File: src/rtl/seven_seg_pkg.sv
// -----------------------------------------------------------------------------
// seven_seg_pkg
//   Shared constants and the hex-to-segment decoder for the seven-segment
//   scan driver.
//
//   Contents:
//     MAX_DIGITS  largest digit count the scan driver is meant to handle
//     SEG_OFF     active-low segment pattern with every segment dark
//     hex_to_seg  4-bit nibble -> 7-bit active-low pattern (bit0 = a .. bit6 = g)
// -----------------------------------------------------------------------------
package seven_seg_pkg;

  localparam int         MAX_DIGITS = 8;
  localparam logic [6:0] SEG_OFF    = 7'h7F;

  // Common-anode digits: a 0 lights the segment.
  function automatic logic [6:0] hex_to_seg(input logic [3:0] nib);
    logic [6:0] seg;
    seg = SEG_OFF;
    case (nib)
      4'h0: seg = 7'h40;
      4'h1: seg = 7'h79;
      4'h2: seg = 7'h24;
      4'h3: seg = 7'h30;
      4'h4: seg = 7'h19;
      4'h5: seg = 7'h12;
      4'h6: seg = 7'h02;
      4'h7: seg = 7'h78;
      4'h8: seg = 7'h00;
      4'h9: seg = 7'h10;
      4'hA: seg = 7'h08;
      4'hB: seg = 7'h03;
      4'hC: seg = 7'h46;
      4'hD: seg = 7'h21;
      4'hE: seg = 7'h06;
      4'hF: seg = 7'h0E;
    endcase
    return seg;
  endfunction

endpackage

File: src/rtl/scan_timer.sv
// -----------------------------------------------------------------------------
// scan_timer
//   Slot prescaler and digit index for the seven-segment scan driver.
//   The prescaler counts 0..REFRESH_DIV-1 inside each digit slot; at terminal
//   count the digit index advances and wraps from NUM_DIGITS-1 to 0. While
//   enable is low both counters are held at 0.
//
//   Parameters: NUM_DIGITS, REFRESH_DIV (>= GUARD+2), GUARD
//   Ports:
//     clk, rst_n   clock, asynchronous active-low reset
//     enable       scan enable
//     idx          current digit index
//     guard        prescaler is inside the leading dark interval of the slot
//     frame_end    terminal count of the last digit (index is about to wrap)
//     scan_start   first enabled cycle after a disabled one
//   All outputs are combinational views of the current counter state; the
//   top level registers whatever it drives off-chip.
// -----------------------------------------------------------------------------
module scan_timer
  import seven_seg_pkg::*;
#(
  parameter int  NUM_DIGITS  = 4,
  parameter int  REFRESH_DIV = 50000,
  parameter int  GUARD       = 2,
  localparam int IDX_W       = (NUM_DIGITS > 1) ? $clog2(NUM_DIGITS) : 1
) (
  input  logic             clk,
  input  logic             rst_n,
  input  logic             enable,
  output logic [IDX_W-1:0] idx,
  output logic             guard,
  output logic             frame_end,
  output logic             scan_start
);

  localparam int               CNT_W    = $clog2(REFRESH_DIV);
  localparam logic [CNT_W-1:0] CNT_LAST = CNT_W'(REFRESH_DIV - 1);
  localparam logic [IDX_W-1:0] IDX_LAST = IDX_W'(NUM_DIGITS - 1);

  logic [CNT_W-1:0] cnt_q, cnt_d;
  logic [IDX_W-1:0] idx_q, idx_d;
  logic             run_q, run_d;
  logic             slot_end;

  // NOTE: every signal assigned in always_comb gets a default on entry so no
  // path through the block can leave it unassigned and infer a latch.
  always_comb begin
    slot_end = (cnt_q == CNT_LAST);
    cnt_d    = '0;
    idx_d    = '0;
    run_d    = enable;
    if (enable) begin
      if (slot_end) begin
        idx_d = (idx_q == IDX_LAST) ? '0 : idx_q + IDX_W'(1);
      end else begin
        cnt_d = cnt_q + CNT_W'(1);
        idx_d = idx_q;
      end
    end
  end

  // NOTE: sequential state uses non-blocking assignments so every flop samples
  // the values from before the edge, independent of statement order.
  always_ff @(posedge clk or negedge rst_n) begin
    if (!rst_n) begin
      cnt_q <= '0;
      idx_q <= '0;
      run_q <= 1'b0;
    end else begin
      cnt_q <= cnt_d;
      idx_q <= idx_d;
      run_q <= run_d;
    end
  end

  assign idx        = idx_q;
  assign guard      = (int'(cnt_q) < GUARD);
  assign frame_end  = enable && slot_end && (idx_q == IDX_LAST);
  assign scan_start = enable && !run_q;

endmodule

File: src/rtl/seven_seg_scan.sv
// -----------------------------------------------------------------------------
// seven_seg_scan
//   Time-multiplexed driver for NUM_DIGITS common-anode seven-segment digits.
//   New values are captured into a pending set on load and copied to the
//   active (displayed) set only at frame start, so a frame never mixes old and
//   new digits. Each digit slot opens with GUARD dark cycles against ghosting.
//
//   Optional feature: define SEVEN_SEG_LZ_BLANK_EN for leading-zero suppression
//   on the active set (digit 0 is never suppressed; a suppressed digit still
//   shows its decimal point).
//
//   Parameters: NUM_DIGITS (1..8), REFRESH_DIV (>= GUARD+2), GUARD
//   Ports:
//     clk, rst_n   clock, asynchronous active-low reset
//     value        hex nibbles, nibble i -> digit i (digit 0 rightmost)
//     dp_in        decimal point request per digit, 1 = lit
//     blank        force digit dark, 1 = blank
//     load         capture value/dp_in/blank into the pending set
//     enable       scan enable
//     seg_n        segments a..g, active-low (bit0 = a)
//     dp_n         decimal point, active-low
//     an_n         digit anodes, active-low, at most one low
//     frame_done   one-cycle pulse when the last digit's slot ends
//   All outputs are registered.
// -----------------------------------------------------------------------------
module seven_seg_scan
  import seven_seg_pkg::*;
#(
  parameter int NUM_DIGITS  = 4,
  parameter int REFRESH_DIV = 50000,
  parameter int GUARD       = 2
) (
  input  logic                    clk,
  input  logic                    rst_n,
  input  logic [4*NUM_DIGITS-1:0] value,
  input  logic [NUM_DIGITS-1:0]   dp_in,
  input  logic [NUM_DIGITS-1:0]   blank,
  input  logic                    load,
  input  logic                    enable,
  output logic [6:0]              seg_n,
  output logic                    dp_n,
  output logic [NUM_DIGITS-1:0]   an_n,
  output logic                    frame_done
);

  localparam int IDX_W = (NUM_DIGITS > 1) ? $clog2(NUM_DIGITS) : 1;

  logic [IDX_W-1:0] idx;
  logic             guard;
  logic             frame_end;
  logic             scan_start;
  logic             frame_start;

  scan_timer #(
    .NUM_DIGITS (NUM_DIGITS),
    .REFRESH_DIV(REFRESH_DIV),
    .GUARD      (GUARD)
  ) u_timer (
    .clk       (clk),
    .rst_n     (rst_n),
    .enable    (enable),
    .idx       (idx),
    .guard     (guard),
    .frame_end (frame_end),
    .scan_start(scan_start)
  );

  assign frame_start = scan_start || frame_end;

  // ---------------------------------------------------------------------------
  // Pending / active register sets
  // ---------------------------------------------------------------------------
  logic [4*NUM_DIGITS-1:0] pend_value_q, pend_value_d;
  logic [NUM_DIGITS-1:0]   pend_dp_q, pend_dp_d;
  logic [NUM_DIGITS-1:0]   pend_blank_q, pend_blank_d;
  logic                    load_pend_q, load_pend_d;
  logic [4*NUM_DIGITS-1:0] act_value_q, act_value_d;
  logic [NUM_DIGITS-1:0]   act_dp_q, act_dp_d;
  logic [NUM_DIGITS-1:0]   act_blank_q, act_blank_d;

  // The copy reads the pending set as it was before this edge; a load on the
  // same cycle lands in pending and re-arms the flag for the next frame.
  always_comb begin
    pend_value_d = pend_value_q;
    pend_dp_d    = pend_dp_q;
    pend_blank_d = pend_blank_q;
    load_pend_d  = load_pend_q;
    act_value_d  = act_value_q;
    act_dp_d     = act_dp_q;
    act_blank_d  = act_blank_q;
    if (frame_start && load_pend_q) begin
      act_value_d = pend_value_q;
      act_dp_d    = pend_dp_q;
      act_blank_d = pend_blank_q;
      load_pend_d = 1'b0;
    end
    if (load) begin
      pend_value_d = value;
      pend_dp_d    = dp_in;
      pend_blank_d = blank;
      load_pend_d  = 1'b1;
    end
  end

  // ---------------------------------------------------------------------------
  // Displayed set. On the first enabled cycle the copy is happening at this
  // very edge, so look through to the post-copy value; otherwise show the
  // registered active set so a frame-end copy never tears the last digit.
  // ---------------------------------------------------------------------------
  logic [4*NUM_DIGITS-1:0] disp_value;
  logic [NUM_DIGITS-1:0]   disp_dp;
  logic [NUM_DIGITS-1:0]   disp_blank;
  logic [NUM_DIGITS-1:0]   lz_mask;

  assign disp_value = scan_start ? act_value_d : act_value_q;
  assign disp_dp    = scan_start ? act_dp_d    : act_dp_q;
  assign disp_blank = scan_start ? act_blank_d : act_blank_q;

`ifdef SEVEN_SEG_LZ_BLANK_EN
  // Walk from the most significant digit down; zeros stay suppressed until the
  // first nonzero nibble. Digit 0 is left out so a zero value still shows "0".
  always_comb begin
    logic nonzero_seen;
    nonzero_seen = 1'b0;
    lz_mask      = '0;
    for (int i = NUM_DIGITS - 1; i >= 1; i--) begin
      if (disp_value[4*i +: 4] != 4'h0) nonzero_seen = 1'b1;
      lz_mask[i] = !nonzero_seen;
    end
  end
`else
  assign lz_mask = '0;
`endif

  // ---------------------------------------------------------------------------
  // Output decode
  // ---------------------------------------------------------------------------
  logic [NUM_DIGITS-1:0] digit_sel;
  logic [3:0]            cur_nib;
  logic                  cur_dp;
  logic                  cur_blank;
  logic                  cur_lz;
  logic                  lit;
  logic [6:0]            seg_n_q, seg_n_d;
  logic                  dp_n_q, dp_n_d;
  logic [NUM_DIGITS-1:0] an_n_q, an_n_d;
  logic                  frame_done_q, frame_done_d;

  always_comb begin
    digit_sel = '0;
    cur_nib   = 4'h0;
    cur_dp    = 1'b0;
    cur_blank = 1'b0;
    cur_lz    = 1'b0;
    for (int i = 0; i < NUM_DIGITS; i++) begin
      if (idx == IDX_W'(i)) begin
        digit_sel[i] = 1'b1;
        cur_nib      = disp_value[4*i +: 4];
        cur_dp       = disp_dp[i];
        cur_blank    = disp_blank[i];
        cur_lz       = lz_mask[i];
      end
    end

    lit          = enable && !guard;
    an_n_d       = lit ? ~digit_sel : '1;
    seg_n_d      = SEG_OFF;
    dp_n_d       = 1'b1;
    frame_done_d = frame_end;
    // A blanked or suppressed digit keeps its anode driven but shows no
    // segments; only the blank bit also kills the decimal point.
    if (lit && !cur_blank) begin
      dp_n_d = !cur_dp;
      if (!cur_lz) seg_n_d = hex_to_seg(cur_nib);
    end
  end

  // NOTE: the pending and active sets are ordinary registers, not a RAM, so
  // they are reset like any other state and the display powers up as zeros.
  always_ff @(posedge clk or negedge rst_n) begin
    if (!rst_n) begin
      pend_value_q <= '0;
      pend_dp_q    <= '0;
      pend_blank_q <= '0;
      load_pend_q  <= 1'b0;
      act_value_q  <= '0;
      act_dp_q     <= '0;
      act_blank_q  <= '0;
      seg_n_q      <= SEG_OFF;
      dp_n_q       <= 1'b1;
      an_n_q       <= '1;
      frame_done_q <= 1'b0;
    end else begin
      pend_value_q <= pend_value_d;
      pend_dp_q    <= pend_dp_d;
      pend_blank_q <= pend_blank_d;
      load_pend_q  <= load_pend_d;
      act_value_q  <= act_value_d;
      act_dp_q     <= act_dp_d;
      act_blank_q  <= act_blank_d;
      seg_n_q      <= seg_n_d;
      dp_n_q       <= dp_n_d;
      an_n_q       <= an_n_d;
      frame_done_q <= frame_done_d;
    end
  end

  assign seg_n      = seg_n_q;
  assign dp_n       = dp_n_q;
  assign an_n       = an_n_q;
  assign frame_done = frame_done_q;

endmodule

File: config.mk
export PLATFORM = sky130hd
export DESIGN_NAME = seven_seg_scan
export DESIGN_NICKNAME = d
export VERILOG_FILES = /design/src/rtl/seven_seg_pkg.sv /design/src/rtl/scan_timer.sv /design/src/rtl/seven_seg_scan.sv
export SDC_FILE = /design/constraint.sdc
export NUM_CORES = 1
export LEC_CHECK = 0
export CAP_MARGIN = 20
export CORE_MARGIN = 10
export CORE_UTILIZATION = 51
export DETAILED_ROUTE_END_ITERATION = 7
export GPL_ROUTABILITY_DRIVEN = 0
export PLACE_DENSITY_LB_ADDON = 0.05
export SLEW_MARGIN = 10
export SYNTH_ARGS = -nofsm -noshare
export SYNTH_HDL_FRONTEND = slang
export SYNTH_SLANG_ARGS = --single-unit
File: constraint.sdc
create_clock -name clk -period 2.3 [get_ports clk]
set_clock_uncertainty 0.05 [all_clocks]
set_input_delay 0.23 -clock clk [delete_from_list [all_inputs] [get_ports clk]]
set_output_delay 0.23 -clock clk [all_outputs]
set_load 0.005 [all_outputs]
==> results of run 1 <==
[sequential cells by signal, summed over array words and instances (netlist names)]
| name | flops |
|---|---|
| pend_value_q | 16 |
| act_dp_q | 4 |
| an_n | 4 |
| u_timer.cnt_q | 16 |
| u_timer.run_q | 1 |
| pend_blank_q | 4 |
| act_value_q | 16 |
| frame_done | 1 |
| load_pend_q | 1 |
| pend_dp_q | 4 |
| dp_n | 1 |
| seg_n | 7 |
| act_blank_q | 4 |
| u_timer.idx | 2 |
[synth_stat cells, types with 5 or more instances]
cell       n  area share [%]
a21oi_1    7            0.88
buf_6      5             1.4
dfrtp_1   69              43
dfstp_2   12             7.9
ha_1      11             3.4
inv_1     11             1.0
mux2_2    29             8.2
mux2_4    20             7.5
mux2i_1   24             6.0
nand2_1   19             1.8
nand3_1    8             1.0
nand4_1    5            0.78
nor2_1    21             2.0
o21ai_0    9             1.1
o221ai_1   6             1.3
xor2_1     7             1.5
[per-stage QoR]
step           cells  TNS, ns  utilization [%]  area, µm²  power [mW]
2_1_floorplan    317        0                -       3990        2.16
3_3_place_gp     479   -0.610             61.0       4690        2.42
3_5_place_dp     479   -0.978             61.0       4690        2.44
4_1_cts          496        0             64.2       4930        3.64
5_1_grt          503   -0.415             66.5       5110        3.87
6_report         503        0             66.5       5110        3.68
[area by class of cell]
type | instances | area [µm²]
fillers | 589 | 2580
flip-flops and latches | 81 | 2040
multi-input cells | 214 | 1910
repair buffers | 79 | 759
clock buffers | 10 | 138
well taps | 102 | 128
clock inverters | 6 | 90.1
inverters | 11 | 41.3
[kinds of logic (layout without fill, tap and decap cells)]
logic type      after synthesis  in the layout  share of synthesized area (%)
simple gates                 77             77                           10.2
compound gates               42             42                           7.65
fa+ha+maj                    11             11                           3.45
buf+inv                      22            106                           3.42
xor+xnor                     11             11                           2.41
mux                          73             73                           21.7
flops                        81             81                           51.2
[layer usage]
metal	part of all wire [%]	track usage, %	wire length (µm)
met3	4.1	3.21	330
met5	0	0	0
met2	49	21.7	4010
met4	1.2	6.03	99
met1	45	18.4	3670
[worst min-delay path by stage]
stage | cells after the start | slack, ns | startpoint | end
after floorplan | 0 | -0.12 | rst_n | act_blank_q[0]
after global placement | 1 | 0.15 | rst_n | pend_value_q[11]
after detailed placement | 1 | 0.15 | rst_n | pend_value_q[10]
after CTS | 2 | 0.31 | rst_n | pend_value_q[10]
after global routing | 2 | 0.34 | rst_n | pend_value_q[13]
final | 2 | 0.31 | rst_n | act_value_q[14]
[what timing repair did]
| item | 4_1_cts | 5_1_grt |
|---|---|---|
| setup buffers | 0 | 6 |
| gates cloned | 0 | 1 |
| setup endpoints to repair | 3 | 7 |
| endpoints found under the hold margin | 25 | 0 |
| pin swaps | 0 | 12 |
| resized for setup | 2 | 28 |
| hold buffers | 1 | 0 |
[power breakdown]
part           internal [mW]  total (mW)  switching [mW]
Sequential              1.59        1.70           0.103
Clock                  0.645        1.17           0.530
Combinational          0.472       0.806           0.334
[critical path, cell delays in order, from the launching register on]
cell and delay [ns]:
dfrtp_1 0.38, nand3b_1 0.24, buf_6 0.17, clkbuf_16 0.15, buf_4 0.16, mux2i_1 0.11
a22o_2 0.29, or2_4 0.29, a21oi_1 0.20, o221ai_1 0.15
[layout by cell type (no fill, tap or decap), types with 4 or more instances in the layout]
cell	Yosys	routed
inv_1	11	8
mux2_2	29	29
nand4_1	5	5
dfrtp_1	69	69
clkbuf_8	0	10
nand3_1	8	8
dfstp_2	12	12
clkdlybuf4s50_1	0	39
xor2_1	7	7
o221ai_1	6	4
mux2_4	20	20
a21oi_1	7	7
ha_1	11	7
mux2i_1	24	21
nor2_1	21	19
o21ai_0	9	7
xnor2_1	4	4
nand2_1	19	18
buf_4	0	32
==> metrics.md, run 1 <==
| Metric | Value |
|---|---|
| Status | finished, final reports clean |
| Seq/Total Area, Yosys | 51.2% |
| CP endpoint kind | register |
| FFs w/ async S/R, synth | 100% |
| Core Footprint | 7690 µm² |
| Post-synthesis cell count | 317 |
| Peak VDD IR | 0.000374 V |
| Hold crit path type | input port to asynchronous set/reset pin |
| CTS tree | yes |
| Clk Latency, worst-skew pair | 0.35 ns |
| Routed wire per std cell | 16.1 µm |
| Vias | 2661 |
| Unrepaired setup endpoints after global routing | yes |
| Leakage | 2.29 nW |
| TritonCTS Buffers | 9 |
| Final min period | 2.28 ns |
| Post-synth EDFFs | 0 |
| First-pass GRT wire length | 13100 µm |
| I/O Pins | 41 |
| GRT overflow | 0 |
| CTS HTree Levels | 3 |
| Largest net degree at the start of global routing | 50 |
| FF-to-FF path depth | 9 |
| Vias/cell | 5.29 |
| Layout cell share with drive strength beyond 1 | 36.7% |
| Post-route DRC | 0 |
| Tightest Pin Transition | 0.427 ns |
| Post-synth net total | 356 |
| Top_reg_cell synth | dfrtp_1 |
| Pwr dens | 720 nW/µm² |
| Starting DRC count in detailed routing | 103 |
| Final Max Slew Viols | 0 |
| Clock Sinks | 81 |
| Initial core utilization | 51.9% |
| Worst Setup Start Kind | register |
| Tcrit/Tclk final | 99.0% |
| IO Port Bufs | 40 |
| Antenna Violating Nets Remaining | 0 |
| Die span in x | 108 µm |
| Synth Area per Inst | 12.6 µm² |
| Final setup violation count | 0 |
| Final hold violations | 0 |
| Rows | 32 |
| # nets final | 435 |
| Post-synthesis cell area | 3990 µm² |
| Vias in the first global route | 2663 |
| R2R setup slack | 0.02 ns |
| Post-layout worst setup margin | 0.0226 ns |
| WL final | 8110 µm |
| Critical Path Start | u_timer.run_q |
| Antenna diode count | 0 |
| #FFs+latches synth | 81 |
| Hold Slack | 0.314 ns |
| Clock slew at reported path FFs | 0.09 ns |
| CP required | 2.51 ns |
| Fmax | 439 MHz |
| Overall Global Routing Usage | 14.0% |
| Root Driver | clkbuf_8 |
| First-pass detailed-route iteration total | 4 |
| Die H | 108 µm |
| Pre-CTS setup slack | -0.185 ns |
| CP max FO | 7 |
| Yosys warns | 0 |
| Reg-to-reg critical path endpoint | seg_n[4] |
| Worst EP arrival | 2.48 ns |
| Crit Path Class | register to register |
| CP endpoint | seg_n[4] |
| CTS Buffer Depth | 2 |
| Initial antenna violation count | 0 |
| Slew HR | 71.5% |
| DP HPWL | 5560 µm |
| Die area | 11800 µm² |
| P&R area growth vs syn | 28.1% |
| FF-to-FF Start | u_timer.run_q |
| Max cap viols | 0 |
| Synth unique cells | 44 |
(Power assumes the default switching activity.)
==> inputs of run 2 (changes only) <==
--- a/config.mk
+++ b/config.mk
@@ -6,7 +6,7 @@
 export NUM_CORES = 1
 export LEC_CHECK = 0
 export CAP_MARGIN = 20
-export CORE_MARGIN = 10
+export CORE_MARGIN = 5
 export CORE_UTILIZATION = 51
 export DETAILED_ROUTE_END_ITERATION = 7
 export GPL_ROUTABILITY_DRIVEN = 0
==> metrics.md, run 2 (synthesized netlist as in run 1, its figures left out) <==
| Metric | Value |
|---|---|
| Crit-path max cell delay | 0.38 ns |
| Die span in x | 98.5 µm |
| First-pass detailed-route iteration total | 4 |
| Post-route cell area | 5020 µm² |
| Vias/cell | 5.25 |
| Critical path's top delay family | simple AND/OR/NAND/NOR gates |
| Clock slew at reported path FFs | 0.08 ns |
| DP HPWL | 5350 µm |
| Root Driver | clkbuf_8 |
| GRT overflow | 0 |
| Setup TNS | 0 ns |
| Final Max Slew Viols | 0 |
| Worst Setup Start Kind | register |
| Routed wire per std cell | 15.4 µm |
| Largest net degree at the start of global routing | 50 |
| Regs by FF count | act_value_q: 16 flops, pend_value_q: 16 flops, u_timer.cnt_q: 16 flops |
| # nets final | 432 |
| CP required | 2.51 ns |
| Unrepaired setup endpoints after global routing | yes |
| I/O Pins | 41 |
| Die H | 98.5 µm |
| Pwr dens | 697 nW/µm² |
| CTS Buffer Depth | 2 |
| Hold Slack | 0.316 ns |
| CTS HTree Levels | 3 |
| Antenna diode count | 0 |
| Starting DRC count in detailed routing | 73 |
| Cells after DPL | 479 |
| Crit Path Class | register to register |
| Worst path cell trace | nand3b_1, buf_6, clkbuf_16, mux2i_1, o21ai_1, o21a_1, ha_1, or3_1, o22ai_1, a32oi_1 |
| Core Footprint | 7690 µm² |
| Most frequent cells in the layout | dfrtp_1 (68), clkdlybuf4s50_1 (39), buf_4 (32) |
| Hold crit path type | input port to asynchronous set/reset pin |
| P&R area growth vs syn | 25.8% |
| Initial antenna violation count | 0 |
| Peak VDD IR | 0.000340 V |
| GRT busiest layer | met2 |
| Status | finished, final reports clean |
| Vias | 2627 |
| M3 GR Usage | 3.47% |
| Die area | 9690 µm² |
| Layout cell share with drive strength beyond 1 | 34.4% |
| Clk Latency, worst-skew pair | 0.35 ns |
| TritonCTS Buffers | 9 |
| CTS tree | yes |
| CP max FO | 5 |
| Slew HR | 70.4% |
| Leakage | 2.25 nW |
| WL final | 7680 µm |
| IO Port Bufs | 40 |
| Fmax | 452 MHz |
| First-pass GRT wire length | 13100 µm |
| Pwr Total | 3.50 mW |
| Initial core utilization | 51.9% |
| Vias in the first global route | 2723 |
| Most common cell after layout, fill and taps aside | dfrtp_1 |
| Worst path slowest cell | dfrtp_1 |
| CP endpoint kind | register |
| Critical path buffer and inverter count | 2 |
| Rows | 32 |
| Clock Sinks | 81 |
| Worst EP arrival | 2.43 ns |
| Global Route met1 Usage | 22.1% |
| Tcrit/Tclk final | 96.3% |
| Final non-filler cell total | 500 |
| Final min period | 2.21 ns |
| Number of fill cells in the layout | 622 |
| Antenna Violating Nets Remaining | 0 |
| Final setup violation count | 0 |
| DP Area | 4680 µm² |
| Max cap viols | 0 |
| Tightest Pin Transition | 0.444 ns |
| Post-route DRC | 0 |
| Met2 Track Usage GR | 27.0% |
| Overall Global Routing Usage | 16.8% |
| Final hold violations | 0 |
[run 2: changes by cell type in the layout (fill, tap and decap cells not counted), sizes merged]
cell      change
buf           -3
bufinv        -1
clkbuf        +1
clkinvlp      +1
inv           -1
[run 2: per-layer routing]
metal | routed length (µm) | up-vias
met5 | 0 | -
met4 | 188 | 0
met3 | 247 | 15
met2 | 3580 | 40
met1 | 3660 | 1292
li1 | - | 1280
[run 2: cell type report]
type | count | area, µm² | share of cell area (%)
sequential | 81 | 2040 | 40.7
multi-input combinational | 214 | 1890 | 37.7
timing repair buffer | 76 | 717 | 14.3
clock buffer | 11 | 141 | 2.82
tap | 102 | 128 | 2.54
clock inverter | 5 | 55.1 | 1.10
inverter | 11 | 41.3 | 0.823
[run 2: repair_timing]
action	in CTS	in global routing
cloned	0	1
pin swaps	0	3
hold endpoints to repair	27	0
setup buffers	1	2
gates resized for setup	3	20
setup endpoints to repair	4	6
hold buffers	1	0
[run 2: where the power goes]
| part | internal (mW) | switching (mW) | leakage (nW) | total [mW] |
|---|---|---|---|---|
| Sequential | 1.59 | 0.101 | 0.973 | 1.70 |
| Clock | 0.528 | 0.505 | 0.0953 | 1.03 |
| Combinational | 0.451 | 0.318 | 1.18 | 0.769 |
| Total | 2.57 | 0.923 | 2.25 | 3.50 |
[run 2: through the flow]
stage	worst slack [ns]	util, %
finish	0.0856	65.3
global placement	-0.191	60.9
detailed placement	-0.260	60.9
floorplan	0.00275	-
global route	-0.0221	65.3
CTS	0.00162	63.7
[run 2: worst paths after layout]
path                                   from                end  slack [ns]  cells after the start
max reg2reg                   u_timer.run_q           seg_n[0]        0.09                     10
max in group asynchronous             rst_n            an_n[2]        1.23                      3
min                                   rst_n  u_timer.cnt_q[11]        0.32                      2
min reg2reg                u_timer.cnt_q[0]   u_timer.cnt_q[0]        0.41                      1
max                           u_timer.run_q           seg_n[0]        0.09                     10
min in group clk           u_timer.cnt_q[0]   u_timer.cnt_q[0]        0.41                      1
